--- src/rtl/mem_dump_serializer_pkg.sv ---
`default_nettype none
// ============================================================================
//  Module   : mem_dump_serializer_pkg
//  Brief    : Shared constants, state encoding and byte-count helper for the
//             memory-dump serializer.
//             Optional feature macro: MEM_DUMP_CHECKSUM_EN
//  Revision : 1.0 - initial release
// ============================================================================
package mem_dump_serializer_pkg;

    localparam int IO_BUS_SIZE_DEF   = 32;
    localparam int MEM_ADDR_SIZE_DEF = 5;
    localparam int BYTE_SIZE         = 8;
    localparam int BYTES_PER_WORD    = IO_BUS_SIZE_DEF / BYTE_SIZE;

    // Explicit 2-bit state encoding
    typedef enum logic [1:0] {
        IDLE     = 2'd0,
        SEND     = 2'd1,
        CHECKSUM = 2'd2,
        DONE     = 2'd3
    } state_t;

    // Number of bytes a complete dump puts on the transmit link
    function automatic int total_bytes(input int mem_addr_size, input int io_bus_size);
        int n;
        n = (1 << mem_addr_size) * (io_bus_size / BYTE_SIZE);
`ifdef MEM_DUMP_CHECKSUM_EN
        n = n + 1;
`endif
        return n;
    endfunction

endpackage
`default_nettype wire

--- src/rtl/mem_dump_serializer_if.sv ---
`default_nettype none
// ============================================================================
//  Module   : mem_dump_serializer_if
//  Brief    : Groups the dump request, memory image and byte-stream handshake
//             of the memory-dump serializer.
//             master = serializer side, slave = requester / transmitter side.
//  Revision : 1.0 - initial release
// ============================================================================
interface mem_dump_serializer_if #(
    parameter int IO_BUS_SIZE   = 32,
    parameter int MEM_ADDR_SIZE = 5,
    parameter int BYTE_SIZE     = 8
);
    localparam int IMAGE_W = (2**MEM_ADDR_SIZE) * IO_BUS_SIZE;

    logic                 i_start;
    logic [IMAGE_W-1:0]   i_bus_debug;
    logic                 i_tx_ready;
    logic [BYTE_SIZE-1:0] o_tx_data;
    logic                 o_tx_valid;
    logic                 o_busy;
    logic                 o_done;

    modport master (
        input  i_start,
        input  i_bus_debug,
        input  i_tx_ready,
        output o_tx_data,
        output o_tx_valid,
        output o_busy,
        output o_done
    );

    modport slave (
        output i_start,
        output i_bus_debug,
        output i_tx_ready,
        input  o_tx_data,
        input  o_tx_valid,
        input  o_busy,
        input  o_done
    );

endinterface
`default_nettype wire

--- src/rtl/mem_dump_serializer.sv ---
`default_nettype none
// ============================================================================
//  Module   : mem_dump_serializer
//  Brief    : Snapshots the flattened data-memory debug image on a start pulse
//             and streams it MSB-byte-first, word 0 upward, over a
//             valid/ready byte handshake.
//             Optional feature macro: MEM_DUMP_CHECKSUM_EN (appends an XOR
//             checksum byte after the image).
//  Revision : 1.0 - initial release
// ============================================================================
module mem_dump_serializer #(
    parameter int IO_BUS_SIZE   = 32,
    parameter int MEM_ADDR_SIZE = 5,
    parameter int BYTE_SIZE     = mem_dump_serializer_pkg::BYTE_SIZE
) (
    input  wire logic              i_clk,
    input  wire logic              i_reset,
    mem_dump_serializer_if.master  bus
);
    import mem_dump_serializer_pkg::*;

    localparam int c_BYTES_PER_WORD = IO_BUS_SIZE / BYTE_SIZE;
    localparam int c_WORDS          = 2**MEM_ADDR_SIZE;
    localparam int c_IMAGE_W        = c_WORDS * IO_BUS_SIZE;
    localparam int c_BIDX_W         = (c_BYTES_PER_WORD > 1) ? $clog2(c_BYTES_PER_WORD) : 1;

    state_t                   r_state;
    state_t                   w_state_next;
    logic [c_IMAGE_W-1:0]     r_snapshot;
    logic [MEM_ADDR_SIZE-1:0] r_word_idx;
    logic [c_BIDX_W-1:0]      r_byte_idx;

    logic [IO_BUS_SIZE-1:0]   w_word;
    logic [BYTE_SIZE-1:0]     w_data_byte;
    logic [BYTE_SIZE-1:0]     w_tx_data;
    logic                     w_tx_valid;
    logic                     w_busy;
    logic                     w_done;
    logic                     w_capture;
    logic                     w_xfer;
    logic                     w_last_byte_of_word;
    logic                     w_last_word;

    assign w_capture           = (r_state == IDLE) && bus.i_start;
    assign w_xfer              = w_tx_valid && bus.i_tx_ready;
    assign w_last_byte_of_word = (r_byte_idx == c_BIDX_W'(c_BYTES_PER_WORD - 1));
    assign w_last_word         = (r_word_idx == MEM_ADDR_SIZE'(c_WORDS - 1));

    // State register; reset abandons any dump in flight
    always_ff @(posedge i_clk or negedge i_reset) begin
        if (!i_reset) begin
            r_state <= IDLE;
        end else begin
            r_state <= w_state_next;
        end
    end

    // Snapshot capture and word/byte index walk over the held image
    always_ff @(posedge i_clk or negedge i_reset) begin
        if (!i_reset) begin
            r_snapshot <= '0;
            r_word_idx <= '0;
            r_byte_idx <= '0;
        end else if (w_capture) begin
            r_snapshot <= bus.i_bus_debug;
            r_word_idx <= '0;
            r_byte_idx <= '0;
        end else if ((r_state == SEND) && w_xfer) begin
            if (w_last_byte_of_word) begin
                r_byte_idx <= '0;
                r_word_idx <= r_word_idx + 1'b1;
            end else begin
                r_byte_idx <= r_byte_idx + 1'b1;
            end
        end
    end

`ifdef MEM_DUMP_CHECKSUM_EN
    logic [BYTE_SIZE-1:0] r_checksum;

    // Running XOR of every image byte handed to the transmitter
    always_ff @(posedge i_clk or negedge i_reset) begin
        if (!i_reset) begin
            r_checksum <= '0;
        end else if (w_capture) begin
            r_checksum <= '0;
        end else if ((r_state == SEND) && w_xfer) begin
            r_checksum <= r_checksum ^ w_data_byte;
        end
    end
`endif

    // Byte mux: pick the current word, then its byte with byte 0 = MSB
    always_comb begin
        w_word      = '0;
        w_data_byte = '0;
        for (int k = 0; k < c_WORDS; k++) begin
            if (r_word_idx == MEM_ADDR_SIZE'(k)) begin
                w_word = r_snapshot[k*IO_BUS_SIZE +: IO_BUS_SIZE];
            end
        end
        for (int b = 0; b < c_BYTES_PER_WORD; b++) begin
            if (r_byte_idx == c_BIDX_W'(b)) begin
                w_data_byte = w_word[(c_BYTES_PER_WORD-1-b)*BYTE_SIZE +: BYTE_SIZE];
            end
        end
    end

    // Next-state and output decode
    always_comb begin
        w_state_next = r_state;
        w_tx_valid   = 1'b0;
        w_busy       = 1'b1;
        w_done       = 1'b0;
        w_tx_data    = w_data_byte;
        case (r_state)
            IDLE: begin
                w_busy = 1'b0;
                if (bus.i_start) begin
                    w_state_next = SEND;
                end
            end
            SEND: begin
                w_tx_valid = 1'b1;
                if (w_xfer && w_last_word && w_last_byte_of_word) begin
`ifdef MEM_DUMP_CHECKSUM_EN
                    w_state_next = CHECKSUM;
`else
                    w_state_next = DONE;
`endif
                end
            end
            CHECKSUM: begin
`ifdef MEM_DUMP_CHECKSUM_EN
                w_tx_valid = 1'b1;
                w_tx_data  = r_checksum;
                if (w_xfer) begin
                    w_state_next = DONE;
                end
`else
                // Not reachable without the checksum feature
                w_state_next = IDLE;
`endif
            end
            DONE: begin
                w_done       = 1'b1;
                w_state_next = IDLE;
            end
            default: begin
                w_state_next = IDLE;
            end
        endcase
    end

    assign bus.o_tx_data  = w_tx_data;
    assign bus.o_tx_valid = w_tx_valid;
    assign bus.o_busy     = w_busy;
    assign bus.o_done     = w_done;

endmodule
`default_nettype wire

--- src/flat_wrapper.sv ---
// flat-port wrapper written by rule: the top's interface ports become plain ports
module mem_dump_serializer_flat import mem_dump_serializer_pkg::*;
#(
    parameter int IO_BUS_SIZE   = 32,
    parameter int MEM_ADDR_SIZE = 5,
    parameter int BYTE_SIZE     = mem_dump_serializer_pkg::BYTE_SIZE
)
  (i_clk, i_reset, bus_i_start, bus_i_bus_debug, bus_i_tx_ready, bus_o_tx_data, bus_o_tx_valid, bus_o_busy, bus_o_done);
  mem_dump_serializer_if #(.IO_BUS_SIZE(IO_BUS_SIZE), .MEM_ADDR_SIZE(MEM_ADDR_SIZE), .BYTE_SIZE(BYTE_SIZE)) bus_i ();
  input  wire logic i_clk;
  input  wire logic i_reset;
  input wire logic [$bits(bus_i.i_start)-1:0] bus_i_start;
  input wire logic [$bits(bus_i.i_bus_debug)-1:0] bus_i_bus_debug;
  input wire logic [$bits(bus_i.i_tx_ready)-1:0] bus_i_tx_ready;
  output wire logic [$bits(bus_i.o_tx_data)-1:0] bus_o_tx_data;
  output wire logic [$bits(bus_i.o_tx_valid)-1:0] bus_o_tx_valid;
  output wire logic [$bits(bus_i.o_busy)-1:0] bus_o_busy;
  output wire logic [$bits(bus_i.o_done)-1:0] bus_o_done;
  assign bus_i.i_start = bus_i_start;
  assign bus_i.i_bus_debug = bus_i_bus_debug;
  assign bus_i.i_tx_ready = bus_i_tx_ready;
  assign bus_o_tx_data = bus_i.o_tx_data;
  assign bus_o_tx_valid = bus_i.o_tx_valid;
  assign bus_o_busy = bus_i.o_busy;
  assign bus_o_done = bus_i.o_done;
  mem_dump_serializer #(.IO_BUS_SIZE(IO_BUS_SIZE), .MEM_ADDR_SIZE(MEM_ADDR_SIZE), .BYTE_SIZE(BYTE_SIZE)) u_core (.i_clk(i_clk), .i_reset(i_reset), .bus(bus_i));
endmodule
--- config.mk ---
export PLATFORM = sky130hd
export DESIGN_NAME = mem_dump_serializer_flat
export DESIGN_NICKNAME = d
export VERILOG_FILES = /design/src/rtl/mem_dump_serializer_pkg.sv /design/src/rtl/mem_dump_serializer_if.sv /design/src/rtl/mem_dump_serializer.sv /design/src/flat_wrapper.sv
export SDC_FILE = /design/constraint.sdc
export NUM_CORES = 2
export LEC_CHECK = 0
export CORE_AREA = 4 4 404 406
export CTS_CLUSTER_SIZE = 12
export DETAILED_ROUTE_END_ITERATION = 16
export DIE_AREA = 0 0 408 410
export SYNTH_ARGS = -nofsm -noshare
export SYNTH_HDL_FRONTEND = slang
export SYNTH_SLANG_ARGS = --single-unit
--- constraint.sdc ---
create_clock -name i_clk -period 5.3 [get_ports i_clk]
set_input_delay 0.53 -clock i_clk [delete_from_list [all_inputs] [get_ports i_clk]]
set_output_delay 0.53 -clock i_clk [all_outputs]
set_load 0.02 [all_outputs]
---- After elaboration in Yosys (flattened, before gate mapping) ----
Cells that the tools add are included.
W data, S select, Z words.
storage, ports and cells
  bits of input ports ..................... 1028
  logic and storage cells ................. 106
  register bits after elaboration ......... 1033
  output and inout bits ................... 11
operators by class
  muxes and demuxes ....................... 48
  reductions and logical operators ........ 13
  add/sub/neg operators ................... 2
  eq/ne operators ......................... 39
operator list
  kind                   count
  $mux W32               32
  $eq A5 B5 Y1 const B   16
  $eq A5 B4 Y1 const B   8
  $mux W8                4
  $eq A5 B3 Y1 const B   4
  $mux W5                3
  $eq A5 B2 Y1 const B   2
  $mux W2                5
  $eq A2 B2 Y1 const B   4
  $pmux W2 S3            1
  $add A5 B1 Y5 const B  1
  $eq A5 B1 Y1 const B   1
  $logic_and A1 B1 Y1    5
  $logic_not A5 Y1       1
  $eq A2 B1 Y1 const B   2
  $logic_not A2 Y1       2
  $ne A2 B2 Y1 const B   2
  $reduce_and A2 Y1      2
  $reduce_bool A2 Y1     2
  $mux W1                3
  $add A2 B1 Y2 const B  1
  $reduce_or A2 Y1       1

---- Longest topological paths before layout ----
  depth in word-level cells ............... 37
  gate-level depth with buffers ........... 18
  depth with buffers taken out ............ 12

---- Worst setup path after synthesis ----
OpenSTA, ideal clock, no wires.
  path kind ............................... reg2out
  start point ............................. register u_core.r_word_idx[0]
  end point ............................... output port bus_o_tx_data[2]
  cell stages (with the launch flop) ...... 16
  slack ................................... 1078 ps
  required time ........................... 4770 ps
  path buffers ............................ 5
  arrival time ............................ 3692 ps
  path through ............................ dfrtp_1 > ha_1 > buf_2 > buf_2 > inv_2 > clkbuf_1 > clkbuf_1 > nor2_1 > ha_1 > clkbuf_1 > nor2_1 > or4b_1 > a2111oi_0 > o211ai_1 > o311a_1 > a2111oi_2
on the way
  cells in the longest elaborated chain, start to end .. 37
  elaborated cells between the ends (all ways) .. 68
  those cells by class .................... eq/ne (31); mux (36); reduce/logical (1)
ends and longest elaborated chain
  what                    RTL line                    text
  from (decl)             mem_dump_serializer.sv:30   logic [MEM_ADDR_SIZE-1:0] r_word_idx;
  from (signal assigned)  mem_dump_serializer.sv:71   r_word_idx <= r_word_idx + 1'b1;
  $logic_not A5 Y1        mem_dump_serializer.sv:98   if (r_word_idx == MEM_ADDR_SIZE'(k)) begin
  $mux W32 (31 in a row)  mem_dump_serializer.sv:98
  $mux W32 *              mem_dump_serializer.sv:98
  $mux W8 (3 in a row)    mem_dump_serializer.sv:103  if (r_byte_idx == c_BIDX_W'(b)) begin
  $mux W8 *               mem_dump_serializer.sv:103
  to (decl)               flat_wrapper.sv:15          output wire logic [$bits(bus_i.o_tx_data)-1:0] bus_o_tx_data;
Mark *: on every way between the ends. The rest lies on a longest branch, timed or not.

---- Worst setup path in the final report ----
  start point ............................. register u_core.r_word_idx[0]
  end point ............................... output port bus_o_tx_data[1]
Same word-level chain as after synthesis.

==> results by group <==
Logic synthesis
  – Top FF cell, synth: dfrtp_1
  – Yosys top cell area share: 53.3%
  – Cells after synthesis: 5973
  – Most frequent cells after synthesis: nand2_1 (3170), dfrtp_1 (1033), clkbuf_1 (296), nor2_1 (146), a21oi_1 (145)
  – Count leader, synth: nand2_1
  – Synth Warn #: 0
  – Number of flops mapped to enable cells by yosys: 0
  – #FFs+latches synth: 1033
  – Largest area contributor in the netlist: dfrtp_1
  – Synthesized area per cell: 8.12 um^2
  – Mapped Nets: 7011
  – Mapped Area: 48500 um^2
  – Netlist cell types: 102
  – Synth async-reset ratio: 100%
  – Top cells by area, synth: dfrtp_1 (53%), nand2_1 (25%), clkbuf_1 (2.3%)
  – Seq/Total Area, Yosys: 53.3%

STA
  – Worst-Margin Slew: 1200 ps
  – Pins Over Slew Limit: 0
  – RSZ-0062 raised after global routing: yes
  – Setup TNS: -107 ps
  – Final Hold Fails: 0
  – Max-slew headroom: 20.2%
  – Period utilization: 101%
  – Clock Skew: 24.4 ps
  – Max Freq: 186 MHz
  – # setup viols final: 2
  – Final Worst Setup Slack: -63.1 ps
  – Tmin final: 5360 ps

Placed design
  – Dpl ws: -329 ps
  – Port bufs: 1038
  – Post-Place Cells: 8910
  – DPL Wire Length: 234000 um
  – Final GP Congestion: 0.999

Pwr
  – Sw Share: 36.7%
  – Sw Pwr: 9.87 mW
  – Power share of the sequential group: 35.0%
  – Logic pwr share: 32.9%
  – Worst IR drop on VDD: 0.000335 V
  – Cell internal pwr: 17.0 mW
  – Leak: 33.2 nW
  – Overall Power: 26.9 mW
  – Clock share of power: 32.1%
  – Pwr per Cell Area: 398 nW/um^2

Clocking
  – CTS tree: yes
  – TritonCTS Buffers: 117
  – Clk pin slew, worst setup/hold paths: 60 ps
  – Root buf cell: clkbuf_16
  – H-tree levels: 3
  – Clock Path Buffers: 3
  – Clock sink total: 1033
  – Skew-Pair Late Insertion Delay: 780 ps

Worst setup path
  – Cell chain of the critical path: ha_4 -> buf_12 -> or2_4 -> buf_6 -> a22oi_2 -> nor2_4 -> a222oi_1 -> a21boi_2 -> or3_1 -> nand4_1 -> buf_12
  – Crit path largest cell delay: 920 ps
  – Kind of critical path: flop to primary output
  – Critical-path top delay cell: a222oi_1
  – Worst Path Max Fanout: 7
  – FF-to-FF setup slack: 2580 ps
  – Worst Path Required: 4770 ps
  – FF-to-FF Start: u_core.r_state[1]
  – Reg2reg end: u_core.r_snapshot[232]
  – Startpoint Class: flop
  – CP Capture Type: primary output
  – Crit path DAT: 4830 ps
  – Cell count of the worst reg-to-reg path: 5
  – Cell mode on critical path: buf_12

Detailed routing
  – Vias: 50800
  – Drt wl/cell: 32.1 um
  – Drt pass-1 iters: 6
  – Vias per cell: 5.49
  – Starting DRT DRC Count: 6046
  – Drt drc: 0
  – DRT antenna net count: 0
  – Routed WL: 297000 um

Run
  – Maxcap violations: 0

Global routing
  – Total grt overflow: 0
  – Antenna violations before repair: 88
  – First-pass GRT wire length: 401000 um
  – Vias in the first global route: 49800
  – Largest net degree at the start of global routing: 173
  – Gr usage total: 34.1%

Cells and area
  – Area Growth Syn to Fin: 39.4%
  – Share of cells above drive strength 1: 9.57%
  – Layout Nets: 8060
  – Non-Filler Instances: 9254

Status
  – Failing checks: negative setup slack
  – Status: complete, but fails checks

Die
  – Rows: 147
  – Core ar.: 160000 um^2
  – Starting Density: 30.3%
  – Die width: 408 um
  – # IOs: 1039
  – Die Y: 410 um
  – Die area: 167000 um^2

Hold path
  – Hold depth: 3
  – Worst hold start: bus_i_bus_debug[352]
  – Hold EP: u_core.r_snapshot[352]
  – Hold Crit Class: primary input to flop
==> how the worst max path moves through the flow <==
stage | end | cells past startpoint | from
3_5_place_dp | bus_o_tx_data[3] | 12 | u_core.r_word_idx[1]
3_3_place_gp | bus_o_tx_data[3] | 12 | u_core.r_word_idx[0]
6_report | bus_o_tx_data[1] | 11 | u_core.r_word_idx[0]
2_1_floorplan | bus_o_tx_data[2] | 15 | u_core.r_word_idx[0]
5_1_grt | bus_o_tx_data[1] | 13 | u_core.r_word_idx[1]
4_1_cts | bus_o_tx_data[2] | 13 | u_core.r_word_idx[0]
==> worst max-delay path: cells and delay by family (launching register included) <==
kind            cells  cell delay [ps]
fa+ha+maj           1              200
flops               1              480
buf+inv             3              670
compound gates      3             1560
simple gates        4             1140
==> cells by family after synthesis <==
kind of cell,share of synthesized area [%]
and+or+nand+nor,30.3
AOI/OAI and AO/OA,12.2
muxes,0.0439
xor gates and xnor gates,0.0361
buffers and inverters,3.94
adders and majority gates,0.258
DFF,53.3
==> flip-flops by register name (all words and copies together), names as in the netlist <==
| signal | count |
|---|---|
| u_core.r_snapshot | 1024 |
| u_core.r_state | 2 |
| u_core.r_byte_idx | 2 |
| u_core.r_word_idx | 5 |
==> through the flow <==
step	hold WS [ps]	utilization [%]	cell area (um^2)
after floorplan	234	-	48500
after global placement	452	38.8	62000
after detailed placement	453	38.8	62000
after CTS	242	41.8	66700
after global routing	269	42.3	67500
final	278	42.3	67600
==> what timing repair did <==
item | CTS | global route
cloned | 0 | 5
pin swaps | 15 | 25
hold buffers | 1 | 0
buffers inserted | 32 | 41
resized for setup | 104 | 79
setup endpoints to repair | 8 | 8
endpoints found under the hold margin | 74 | 0
==> per-layer routing <==
metal / global-route usage, % / vias up / wire length, um / share of wire [%]
met4: 19.1 / 52 / 19000 / 6.4
met3: 9.29 / 671 / 28000 / 9.4
li1: - / 21900 / - / -
met1: 43.6 / 25400 / 118000 / 40
met5: 0 / - / 329 / 0.11
met2: 52.3 / 2780 / 132000 / 44
==> area by class of cell <==
class | count | area, um^2
Sequential cell | 1033 | 25900
Multi-Input combinational cell | 4491 | 21500
Clock inverter | 51 | 636
Inverter | 35 | 138
Timing Repair Buffer | 1344 | 13400
Antenna cell | 49 | 123
Fill cell | 16100 | 92200
Clock buffer | 165 | 3400
Tap cell | 2086 | 2610
==> power by group through the flow <==
stage          clock network, mW  logic (mW)  registers [mW]
2_1_floorplan                  0        3.18            9.02
3_3_place_gp                   0        7.72            9.55
3_5_place_dp                   0        7.73            9.53
4_1_cts                     8.71        8.28            9.36
5_1_grt                     9.02        9.07            9.43
6_report                    8.64        8.85            9.41
==> placed cells by master (no fill, tap or decap), types with 30 or more instances in the layout <==
| cell | netlist | routed |
|---|---|---|
| nand2_1 | 3170 | 3164 |
| clkdlybuf4s50_1 | 0 | 1029 |
| dfrtp_1 | 1033 | 1028 |
| buf_4 | 4 | 246 |
| a21oi_1 | 145 | 139 |
| nor2_1 | 146 | 133 |
| o21ai_0 | 137 | 124 |
| clkbuf_16 | 0 | 120 |
| o22ai_1 | 113 | 109 |
| nor3_1 | 64 | 52 |
| a221oi_1 | 64 | 52 |
| diode_2 | 0 | 49 |
| nand3_1 | 51 | 49 |
| a22oi_1 | 46 | 44 |
| buf_12 | 0 | 41 |
| o221ai_1 | 33 | 33 |
| inv_1 | 33 | 30 |
Power figures use the tool's default switching activity.
